--- config.mk ---
export PLATFORM = sky130hd
export DESIGN_NAME = mod_mul_seq_191
export DESIGN_NICKNAME = d
export VERILOG_FILES = /design/src/rtl/mod_mul_pkg.sv /design/src/rtl/mod_mul_datapath.sv /design/src/rtl/mod_mul_seq_191.sv
export SDC_FILE = /design/constraint.sdc
export NUM_CORES = 1
export LEC_CHECK = 0
export ABC_AREA = 1
export CAP_MARGIN = 20
export CORE_MARGIN = 3
export CORE_UTILIZATION = 61
export CTS_CLUSTER_SIZE = 40
export DETAILED_ROUTE_END_ITERATION = 8
export PLACE_DENSITY = 0.85
export SYNTH_ARGS = -nofsm -noshare
export SYNTH_HDL_FRONTEND = slang
export SYNTH_SLANG_ARGS = --single-unit
--- constraint.sdc ---
create_clock -name clk_i -period 3.75 [get_ports clk_i]
set_clock_uncertainty 0.2 [all_clocks]
set_input_delay 0.75 -clock clk_i [delete_from_list [all_inputs] [get_ports clk_i]]
set_output_delay 0.75 -clock clk_i [all_outputs]
set_load 0.02 [all_outputs]
--- src/rtl/mod_mul_pkg.sv ---
// Shared types and constants for the sequential GF(191) multiplier.
package mod_mul_pkg;

    typedef enum logic [1:0] {
        StIdle,
        StBusy,
        StDone
    } state_e;

    localparam int unsigned W_DEF = 8;
    localparam int unsigned P_DEF = 191;
    localparam int unsigned PW    = 2 * W_DEF;

endpackage

--- src/rtl/mod_mul_datapath.sv ---
// Shift-and-add datapath: accumulator, shifted multiplicand, multiplier and
// iteration counter. One multiplier bit is consumed per step.
module mod_mul_datapath
    import mod_mul_pkg::*;
#(
    parameter int unsigned W = W_DEF
) (
    input  logic           clk_i,
    input  logic           rst_ni,
    input  logic           load_i,
    input  logic           step_i,
    input  logic [W-1:0]   a_i,
    input  logic [W-1:0]   b_i,
    output logic           last_o,
    output logic [2*W-1:0] acc_nxt_o
);

    localparam int unsigned CW = $clog2(W + 1);

    logic [2*W-1:0] acc_q;
    logic [2*W-1:0] mcand_q;
    logic [W-1:0]   mplier_q;
    logic [CW-1:0]  cnt_q;
    logic [2*W-1:0] acc_nxt;

    // Partial-product add for the current multiplier bit; cannot overflow 2*W bits.
    always_comb begin
        acc_nxt = acc_q;
        if (mplier_q[0]) begin
            acc_nxt = acc_q + mcand_q;
        end
    end

    assign acc_nxt_o = acc_nxt;
    assign last_o    = step_i && (cnt_q == CW'(W - 1));

    // Operand load on acceptance, then one shift/accumulate per busy cycle.
    always_ff @(posedge clk_i) begin
        if (!rst_ni) begin
            acc_q    <= '0;
            mcand_q  <= '0;
            mplier_q <= '0;
            cnt_q    <= '0;
        end else if (load_i) begin
            acc_q    <= '0;
            mcand_q  <= {{W{1'b0}}, a_i};
            mplier_q <= b_i;
            cnt_q    <= '0;
        end else if (step_i) begin
            acc_q    <= acc_nxt;
            mcand_q  <= mcand_q << 1;
            mplier_q <= mplier_q >> 1;
            cnt_q    <= cnt_q + CW'(1);
        end
    end

endmodule

--- src/rtl/mod_mul_seq_191.sv ---
// Sequential shift-and-add multiplier producing the full 2*W-bit product a*b
// over valid/ready handshakes. Fixed latency of W iterations.
// Optional operand range check enabled by defining MOD_MUL_RANGE_CHECK_EN.
module mod_mul_seq_191
    import mod_mul_pkg::*;
#(
    parameter int unsigned W = W_DEF,
    parameter int unsigned P = P_DEF
) (
    input  logic           clk_i,
    input  logic           rst_ni,
    input  logic           in_valid_i,
    output logic           in_ready_o,
    input  logic [W-1:0]   a_i,
    input  logic [W-1:0]   b_i,
    output logic           out_valid_o,
    input  logic           out_ready_i,
    output logic [2*W-1:0] product_o,
    output logic           busy_o,
    output logic           err_o
);

    state_e         state_q;
    logic           in_ready_q;
    logic           out_valid_q;
    logic           busy_q;
    logic [2*W-1:0] product_q;

    logic           accept;
    logic           out_fire;
    logic           last;
    logic [2*W-1:0] acc_nxt;
    logic           err_flag;

    assign accept   = (state_q == StIdle) && in_valid_i;
    assign out_fire = (state_q == StDone) && out_ready_i;

    mod_mul_datapath #(
        .W (W)
    ) u_datapath (
        .clk_i     (clk_i),
        .rst_ni    (rst_ni),
        .load_i    (accept),
        .step_i    (state_q == StBusy),
        .a_i       (a_i),
        .b_i       (b_i),
        .last_o    (last),
        .acc_nxt_o (acc_nxt)
    );

`ifdef MOD_MUL_RANGE_CHECK_EN
    logic err_flag_q;
    logic range_err;

    assign range_err = (32'(a_i) >= P) || (32'(b_i) >= P);

    // Capture out-of-field operands at acceptance; cleared by the output handshake.
    always_ff @(posedge clk_i) begin
        if (!rst_ni) begin
            err_flag_q <= 1'b0;
        end else if (accept) begin
            err_flag_q <= range_err;
        end else if (out_fire) begin
            err_flag_q <= 1'b0;
        end
    end

    assign err_flag = err_flag_q;
    assign err_o    = err_flag_q & out_valid_q;
`else
    logic unused_p;

    assign unused_p = ^(32'(P));
    assign err_flag = 1'b0;
    assign err_o    = 1'b0;
`endif

    // Control FSM with registered handshake and status outputs.
    always_ff @(posedge clk_i) begin
        if (!rst_ni) begin
            state_q     <= StIdle;
            in_ready_q  <= 1'b1;
            out_valid_q <= 1'b0;
            busy_q      <= 1'b0;
            product_q   <= '0;
        end else begin
            unique case (state_q)
                StIdle: begin
                    if (in_valid_i) begin
                        state_q    <= StBusy;
                        in_ready_q <= 1'b0;
                        busy_q     <= 1'b1;
                    end
                end
                StBusy: begin
                    if (last) begin
                        state_q     <= StDone;
                        out_valid_q <= 1'b1;
                        product_q   <= err_flag ? '0 : acc_nxt;
                    end
                end
                StDone: begin
                    if (out_ready_i) begin
                        state_q     <= StIdle;
                        out_valid_q <= 1'b0;
                        busy_q      <= 1'b0;
                        in_ready_q  <= 1'b1;
                    end
                end
                default: begin
                    state_q <= StIdle;
                end
            endcase
        end
    end

    assign in_ready_o  = in_ready_q;
    assign out_valid_o = out_valid_q;
    assign busy_o      = busy_q;
    assign product_o   = product_q;

endmodule

# Word level (Yosys, flattened, before mapping)
# Index checks and enable logic that the tools add are counted.
[word_totals] register_bits=65 inputBits=20 word_cells=47
[classes] n_addsub=2 eq_ne=6 mux=17 bitwise=1 n_reduce_logical=11
[ops] op="8-bit two-way mux" n=4
[ops] op="16-bit adder" n=1
[ops] op="16-bit two-way mux" n=1
[ops] op="3-bit AND reduction" n=3
[ops] op="2-bit two-way mux" n=3
[ops] op="2-bit != test (second input constant)" n=3
[ops] op="1-bit one-hot mux with 2 select lines" n=3
[ops] op="2-bit one-hot mux with 3 select lines" n=1
[ops] op="2-bit nonzero test" n=3
[ops] op="1-bit two-way mux" n=5
[ops] op="4-bit by 1-bit adder with 4-bit output (second input constant)" n=1
[ops] op="4-bit by 3-bit equality test with 1-bit output (second input constant)" n=1
[ops] op="2-bit by 1-bit equality test with 1-bit output (second input constant)" n=1
[ops] op="2-bit equality test (second input constant)" n=1
[ops] op="1-bit logical AND" n=2
[ops] op="2-bit zero test" n=1
[ops] op="2-bit AND reduction" n=1
[ops] op="2-bit OR reduction" n=1
[ops] op="1-bit NOT" n=1

# Depth between registers and ports, before layout
# Gate-level depths: netlist of the first run.
[depth] ltp_word=4 mapped_depth=13

# Cells and area by module
# Synthesis of the first run repeated with hierarchy kept, for this count alone.
[hier_totals] hier_cells=575 hier_area_um2=3822.4
[modules_own_cells] module="mod_mul_datapath" n_inst=1 cells_per_inst=445 area_per_inst_um2=2920.3
[modules_own_cells] module="mod_mul_seq_191" n_inst=1 cells_per_inst=130 area_per_inst_um2=902.1

# Least setup slack after synthesis of the first run
# OpenSTA, ideal clock, no wires.
[synth_path] path_type="reg2reg" startpoint="reg u_datapath.mcand_q[0]" endpoint="reg u_datapath.acc_q[6]" setup_ps=109 arrival_time_ps=1621 required_time_ps=3441 slack_ps=1820 path_stages_with_launch=12 period_less_slack_ps=1930 cell_sequence="dfxtp_1 -> ha_1 -> fa_1 -> nand2_1 -> nand2_1 -> nand3b_1 -> nand2_1 -> or2_0 -> nand3_1 -> o211ai_1 -> nand2_1 -> inv_1"
[synth_via] elab_chain_cells=2
[synth_lines] element="start, declared" line_no="mod_mul_datapath.sv:21" text="logic [2*W-1:0] mcand_q;"
[synth_lines] element="start signal, assigned" line_no="mod_mul_datapath.sv:46" text="mcand_q <= {{W{1'b0}}, a_i};"
[synth_lines] element="start signal, assigned" line_no="mod_mul_datapath.sv:51" text="mcand_q <= mcand_q << 1;"
[synth_lines] element="16-bit adder" line_no="mod_mul_datapath.sv:30" text="acc_nxt = acc_q + mcand_q;"
[synth_lines] element="16-bit two-way mux" line_no="mod_mul_datapath.sv:29" text="if (mplier_q[0]) begin"
[synth_lines] element="end signal, assigned" line_no="mod_mul_datapath.sv:50" text="acc_q <= acc_nxt;"
[synth_lines] element="end, declared" line_no="mod_mul_datapath.sv:20" text="logic [2*W-1:0] acc_q;"
# No other way between the ends.
# A chain may end at the register's enable or synchronous reset.

# Final worst setup path of the first run
[layout_path] startpoint="in rst_ni" endpoint="reg u_datapath.acc_q[8]"
[layout_via] elab_chain_cells=2
[layout_lines] element="start, declared" line_no="mod_mul_seq_191.sv:11" text="input logic rst_ni,"
[layout_lines] element="1-bit NOT (no line)"
[layout_lines] element="2-bit OR reduction (no line)"
# No other way between the ends.

==> summary.md, run 1 <==
| Metric | Value |
|---|---|
| Global-route wire length before repair | `14520 µm` |
| Number of H-tree levels | `3` |
| Final hold vios | `0` |
| Clock root buffer | `clkbuf_8` |
| Ports | `40` |
| Min Clock Period, post-route | `2311 ps` |
| WP data arrival | `2360 ps` |
| Syn_area_per_cell | `6.495 µm²` |
| Chip Height | `83.15 µm` |
| Pleak | `1.993 nW` |
| Share of the synthesized area in the top cell type | `0.3584` |
| ANT nets after route | `0` |
| Area delta synth->final | `16.09%` |
| Crit Path Class | `in2reg` |
| Clk sinks | `65` |
| Critical Path End Type | `flop` |
| EDFF count, synth | `0` |
| WHS | `278.2 ps` |
| GPL Wtd Cong | `0.9165` |
| Status | `finished, final reports clean` |
| Iteration-0 DRC Markers | `207` |
| Cts hold-fix bufs | `0` |
| Worst R2R Path Depth | `9` |
| Core area | `5642 µm²` |
| PD cells | `370.9 nW/µm²` |
| Sequential area share after synthesis | `0.3584` |
| Number of detailed-route iterations in the first pass | `5` |
| Via/cell ratio | `5.159` |
| RSZ-0062 raised after global routing | `no` |
| RR Startpoint | `u_datapath.cnt_q[1]` |
| Yosys warning count | `0` |
| CTS tree | `done` |
| Cts repair resizes | `0` |
| GR Util All Layers | `0.2532` |
| Worst hold path type | `reg2reg` |
| # rows | `27` |
| # Post-CTS Setup Buffers | `0` |
| Crit path max fanout | `36` |
| Post-Syn Area | `3631 µm²` |
| Initial Utilization | `0.6436` |
| Final period util | `0.6163` |
| Most used flip-flop cell after synthesis | `dfxtp_1` |
| Peak VDD IR | `0.3159 mV` |
| Reg-to-reg endpoint | `product_o[3]` |
| Max-slew violations | `0` |
| Slew margin rel. | `0.5817` |
| Area of the die | `6914 µm²` |
| DP HPWL | `6091 µm` |
| Worst slew pin tran | `626.8 ps` |
| Synth Register Bits | `65` |
| Initial antenna violation count | `0` |
| Area leader, netlist | `dfxtp_1` |
| # port buffers | `38` |
| Final routed DRC violation total | `0` |
| Chip width | `83.15 µm` |
| Capture point of the worst path | `u_datapath.acc_q[8]` |
| Vias in the first global route | `3188` |
| Endpoints failing setup | `0` |
| WP data required | `3800 ps` |
| Clk pin slew, worst setup/hold paths | `80 ps` |
| DR WL/cell | `12.51 µm` |
| Startpoint Class | `primary input` |
| ANT cells | `0` |
| Synth Net Count | `596` |
| Reg2reg setup slack | `1490 ps` |
| Clk_lat worst skew | `340 ps` |
| Top cells by area, synth | `dfxtp_1, nand2_1, inv_1` |
| Distinct cells, synth | `35` |
| Pin count of the biggest net entering global routing | `51` |
| TritonCTS Buffers | `9` |
| Number of max-cap violations | `0` |
| Fmax achieved | `432.7 MHz` |
| Total wire length | `8341 µm` |
| Share of layout cells above drive strength 1 | `0.05882` |
| Vias | `3441` |
| Setup TNS Final | `0 ps` |
| Fin nets | `627` |
| Post-synthesis cell count | `559` |
| CP startpoint | `rst_ni` |
| CTS Buffer Depth | `2` |
| FFs w/ async S/R, synth | `0` |
| Total gr overflow | `0` |
critical path, stage by stage:
cell and delay (ps):
clkdlybuf4s50_1 440, inv_2 480, nor2_4 100, inv_2 350
nor2_1 90, nand2_1 90, inv_1 40
cell type report:
class                           count  area, µm²
Inverter                           81      304.0
Multi-Input combinational cell    392       1908
Fill cell                         464       1426
Timing Repair Buffer               41      402.9
Sequential cell                    65       1301
Clock buffer                        9      123.9
Tap cell                           72      90.09
Clock inverter                      7      85.08
layout by cell type, fill, tap and decap left out, drive strengths merged:
cell,Yosys,layout
bufinv,0,1
nor2,67,67
buf,19,3
nand3,36,36
fa,1,1
xnor2,1,1
o211ai,6,6
or2,5,5
clkinvlp,0,2
nand3b,4,4
dfxtp,65,65
clkdlybuf4s50,0,38
nor3,5,5
a211oi,2,2
a21oi,32,32
a31oi,15,15
o21ai,11,11
o22ai,3,3
ha,16,16
nand2,182,182
clkbuf,2,9
inv,80,84
and2,1,1
mux2i,2,2
clkinv,1,1
conb,1,1
nand4,2,2
where the power goes:
| group | switching [W] | internal, W |
|---|---|---|
| Clock | 0.000308 | 0.000321 |
| Sequential | 0.0000239 | 0.000716 |
| Combinational | 0.000120 | 0.0000753 |
worst min path at each step:
stage | startpoint | to | slack [ps] | cells past startpoint
after floorplan | u_datapath.mplier_q[7] | u_datapath.mplier_q[7] | 240 | 2
final | busy_o | busy_o | 280 | 2
after CTS | out_valid_o | out_valid_o | 280 | 2
after global routing | out_valid_o | out_valid_o | 290 | 2
after detailed placement | busy_o | busy_o | 260 | 2
after global placement | u_datapath.mplier_q[7] | u_datapath.mplier_q[7] | 250 | 2
per-stage QoR:
stage               area, µm²  utilization  std cells  setup WS (ps)   power, W
floorplan                3631            -        559           1820  0.0008944
global placement         4006       0.7101        651           1115  0.0009409
detailed placement       4006       0.7101        651           1076  0.0009479
CTS                      4215       0.7472        667           1450   0.001574
global route             4215       0.7472        667           1319   0.001637
finish                   4215       0.7472        667           1439   0.001564
logic make-up after synthesis:
family / count (synthesis) / share of synthesized area
adders and majority gates: 17 / 0.06065
other: 1 / 0.001033
xor gates and xnor gates: 1 / 0.002413
buffers and inverters: 102 / 0.1161
and+or+nand+nor: 302 / 0.3463
AOI/OAI and AO/OA: 69 / 0.1096
muxes: 2 / 0.005514
DFF: 65 / 0.3584
Yosys cell counts, types with 2 or more instances:
| library cell | n |
|---|---|
| o21ai_1 | 3 |
| o211ai_1 | 6 |
| nor2_4 | 3 |
| nor2_1 | 63 |
| buf_2 | 10 |
| buf_1 | 3 |
| mux2i_1 | 2 |
| inv_1 | 74 |
| inv_2 | 6 |
| a21oi_1 | 32 |
| nand4_1 | 2 |
| ha_1 | 16 |
| buf_4 | 5 |
| a211oi_2 | 2 |
| clkbuf_1 | 2 |
| or2_0 | 3 |
| o21ai_0 | 8 |
| o22ai_1 | 3 |
| nor3_1 | 5 |
| nand3b_1 | 4 |
| nand3_1 | 35 |
| a31oi_1 | 15 |
| dfxtp_1 | 65 |
| nand2_1 | 181 |
metal layers:
layer,GRT usage,part of all wire,wire [µm]
met5,0,0,0
met4,0.06389,0.0098,82
met3,0.04960,0.060,500
met2,0.3907,0.44,3649
met1,0.3630,0.49,4108
flip-flops by register name, indices dropped and copies added (netlist names):
register	count
u_datapath.mplier_q	8
out_valid_o	1
u_datapath.mcand_q	16
u_datapath.acc_q	16
busy_o	1
in_ready_o	1
u_datapath.cnt_q	4
product_o	16
state_q	2
Power figures use the tool's default switching activity.
==> run 2: changes to the inputs <==
--- a/config.mk
+++ b/config.mk
@@ -8,10 +8,10 @@
 export ABC_AREA = 1
 export CAP_MARGIN = 20
 export CORE_MARGIN = 3
-export CORE_UTILIZATION = 61
+export CORE_UTILIZATION = 51
 export CTS_CLUSTER_SIZE = 40
 export DETAILED_ROUTE_END_ITERATION = 8
-export PLACE_DENSITY = 0.85
+export PLACE_DENSITY = 0.76
 export SYNTH_ARGS = -nofsm -noshare
 export SYNTH_HDL_FRONTEND = slang
 export SYNTH_SLANG_ARGS = --single-unit
==> constraint.sdc (replaced) <==
create_clock -name clk_i -period 2.1 [get_ports clk_i]
set_clock_uncertainty 0.2 [all_clocks]
set_input_delay 0.42 -clock clk_i [delete_from_list [all_inputs] [get_ports clk_i]]
set_output_delay 0.42 -clock clk_i [all_outputs]
set_load 0.02 [all_outputs]
==> summary.md, run 2 (same netlist as run 1, synthesis figures left out) <==
| Metric | Value |
|---|---|
| Status | `finished, final reports clean` |
| Startpoint Class | `flop` |
| Worst R2R Path Depth | `10` |
| Post-Route Utilization | `0.6516` |
| Area delta synth->final | `22.61%` |
| Clk pin slew, worst setup/hold paths | `80 ps` |
| Endpoints failing setup | `0` |
| WP data arrival | `2070 ps` |
| Total wire length | `8919 µm` |
| Number of detailed-route iterations in the first pass | `5` |
| Met1 Use GR | `0.3025` |
| Chip width | `90.38 µm` |
| Fin nets | `634` |
| Chip Height | `90.38 µm` |
| Commonest non-fill, non-tap cell in the layout | `nand2_1` |
| Global-route wire length before repair | `15070 µm` |
| # port buffers | `38` |
| Number of H-tree levels | `3` |
| Final hold vios | `0` |
| Crit path max fanout | `4` |
| Most frequent cells in the layout | `nand2_1, inv_1, nor2_1, dfxtp_1, clkdlybuf4s50_1` |
| Clk sinks | `65` |
| CP max-delay cell | `dfxtp_1` |
| ANT cells | `0` |
| Final routed DRC violation total | `0` |
| Critical Path End Type | `flop` |
| Max-slew violations | `0` |
| CP startpoint | `u_datapath.mcand_q[2]` |
| Busiest grt layer | `met2` |
| Non-Filler Instances | `698` |
| CTS tree | `done` |
| Total gr overflow | `0` |
| Worst hold path type | `reg2reg` |
| Crit Path Class | `reg2reg` |
| ANT nets after route | `0` |
| TritonCTS Buffers | `9` |
| Share of layout cells above drive strength 1 | `0.08970` |
| DP HPWL | `6212 µm` |
| GR Util met2 | `0.3553` |
| Reg-to-reg endpoint | `product_o[13]` |
| Slowest stage delay, CP | `340 ps` |
| Peak VDD IR | `0.4932 mV` |
| Ports | `40` |
| Core area | `6832 µm²` |
| Cts hold-fix bufs | `0` |
| # rows | `30` |
| Worst path depth | `10` |
| CTS Buffer Depth | `2` |
| Crit-path cells | `ha_1 > or2_4 > nand3b_1 > nand2_1 > nand2_1 > nand3_1 > nand3_1 > nand3_1 > nand2_1 > inv_1` |
| Top delay family on crit path | `simple AND/OR/NAND/NOR gates` |
| Final period util | `0.9605` |
| Pleak | `2.038 nW` |
| Iteration-0 DRC Markers | `319` |
| Area of the die | `8168 µm²` |
| Fmax achieved | `495.8 MHz` |
| Vias in the first global route | `3355` |
| Vias | `3558` |
| DR WL/cell | `12.78 µm` |
| Number of cells after detailed placement | `682` |
| Buf/Inv on CP | `1` |
| Via/cell ratio | `5.097` |
| Capture point of the worst path | `product_o[13]` |
| Clock root buffer | `clkbuf_8` |
| Number of max-cap violations | `0` |
| # Post-CTS Setup Buffers | `0` |
| Min Clock Period, post-route | `2017 ps` |
| GR Util All Layers | `0.2262` |
| Met3 global-route usage | `0.05000` |
| Clk_lat worst skew | `350 ps` |
| GPL Wtd Cong | `0.9248` |
| WP data required | `2160 ps` |
| Initial Utilization | `0.5315` |
| PD cells | `680.6 nW/µm²` |
| Cts repair resizes | `0` |
| Reg2reg setup slack | `80 ps` |
| RSZ-0062 raised after global routing | `yes` |
| RR Startpoint | `u_datapath.mcand_q[2]` |
| Initial antenna violation count | `0` |
| Pin count of the biggest net entering global routing | `31` |
==> run 2: cell type report <==
cell class                 instances  area [µm²]
timing repair buffer              48       480.5
multi-input combinational        392        1999
fill                             590        2380
clock buffer                      11       141.4
sequential                        65        1304
clock inverter                     5       102.6
inverter                          81       304.0
tap                               96       120.1
==> run 2: tightest hold or removal path, cell delays in order, from the launching register on <==
cell,delay [ps]
dfxtp_1,320
nand2_1,60
a21oi_1,50
==> run 2: per-layer routing <==
layer / vias up / wire [µm]
met2: 89 / 4108
li1: 1830 / -
met5: - / 0
met3: 11 / 487
met1: 1628 / 4193
met4: 0 / 130
==> run 2: power breakdown <==
part,switching [W],internal (W)
clock,0.000497,0.000820
combinational,0.000230,0.000162
sequential,0.0000415,0.00128
==> run 2: stage by stage <==
stage               hold slack, ps  total power [W]  worst slack, ps  TNS, ps  instance area (µm²)
floorplan                    239.2         0.001597            170.0        0                 3631
global placement             249.7         0.001707            88.78        0                 4114
detailed placement           262.2         0.001718            35.69        0                 4114
CTS                          274.1         0.003019            3.531        0                 4358
global route                 302.5         0.003140           -16.90   -50.83                 4452
finish                       271.4         0.003030            83.01        0                 4452
==> run 2: worst min path at each step <==
stage	start	endpoint	slack [ps]	cells past startpoint
CTS	u_datapath.mplier_q[7]	u_datapath.mplier_q[7]	270	2
detailed placement	busy_o	busy_o	260	2
finish	u_datapath.mplier_q[7]	u_datapath.mplier_q[7]	270	2
global placement	busy_o	busy_o	250	2
global route	u_datapath.mplier_q[5]	u_datapath.mplier_q[5]	300	2
floorplan	u_datapath.mplier_q[7]	u_datapath.mplier_q[7]	240	2
==> run 3: changes to the inputs <==
--- a/config.mk
+++ b/config.mk
@@ -9,6 +9,7 @@
 export CAP_MARGIN = 20
 export CORE_MARGIN = 3
 export CORE_UTILIZATION = 51
+export CTS_CLUSTER_DIAMETER = 150
 export CTS_CLUSTER_SIZE = 40
 export DETAILED_ROUTE_END_ITERATION = 8
 export PLACE_DENSITY = 0.76
==> results of run 3 <==
Final layout, timing and power as in run 2 (identical DEF).
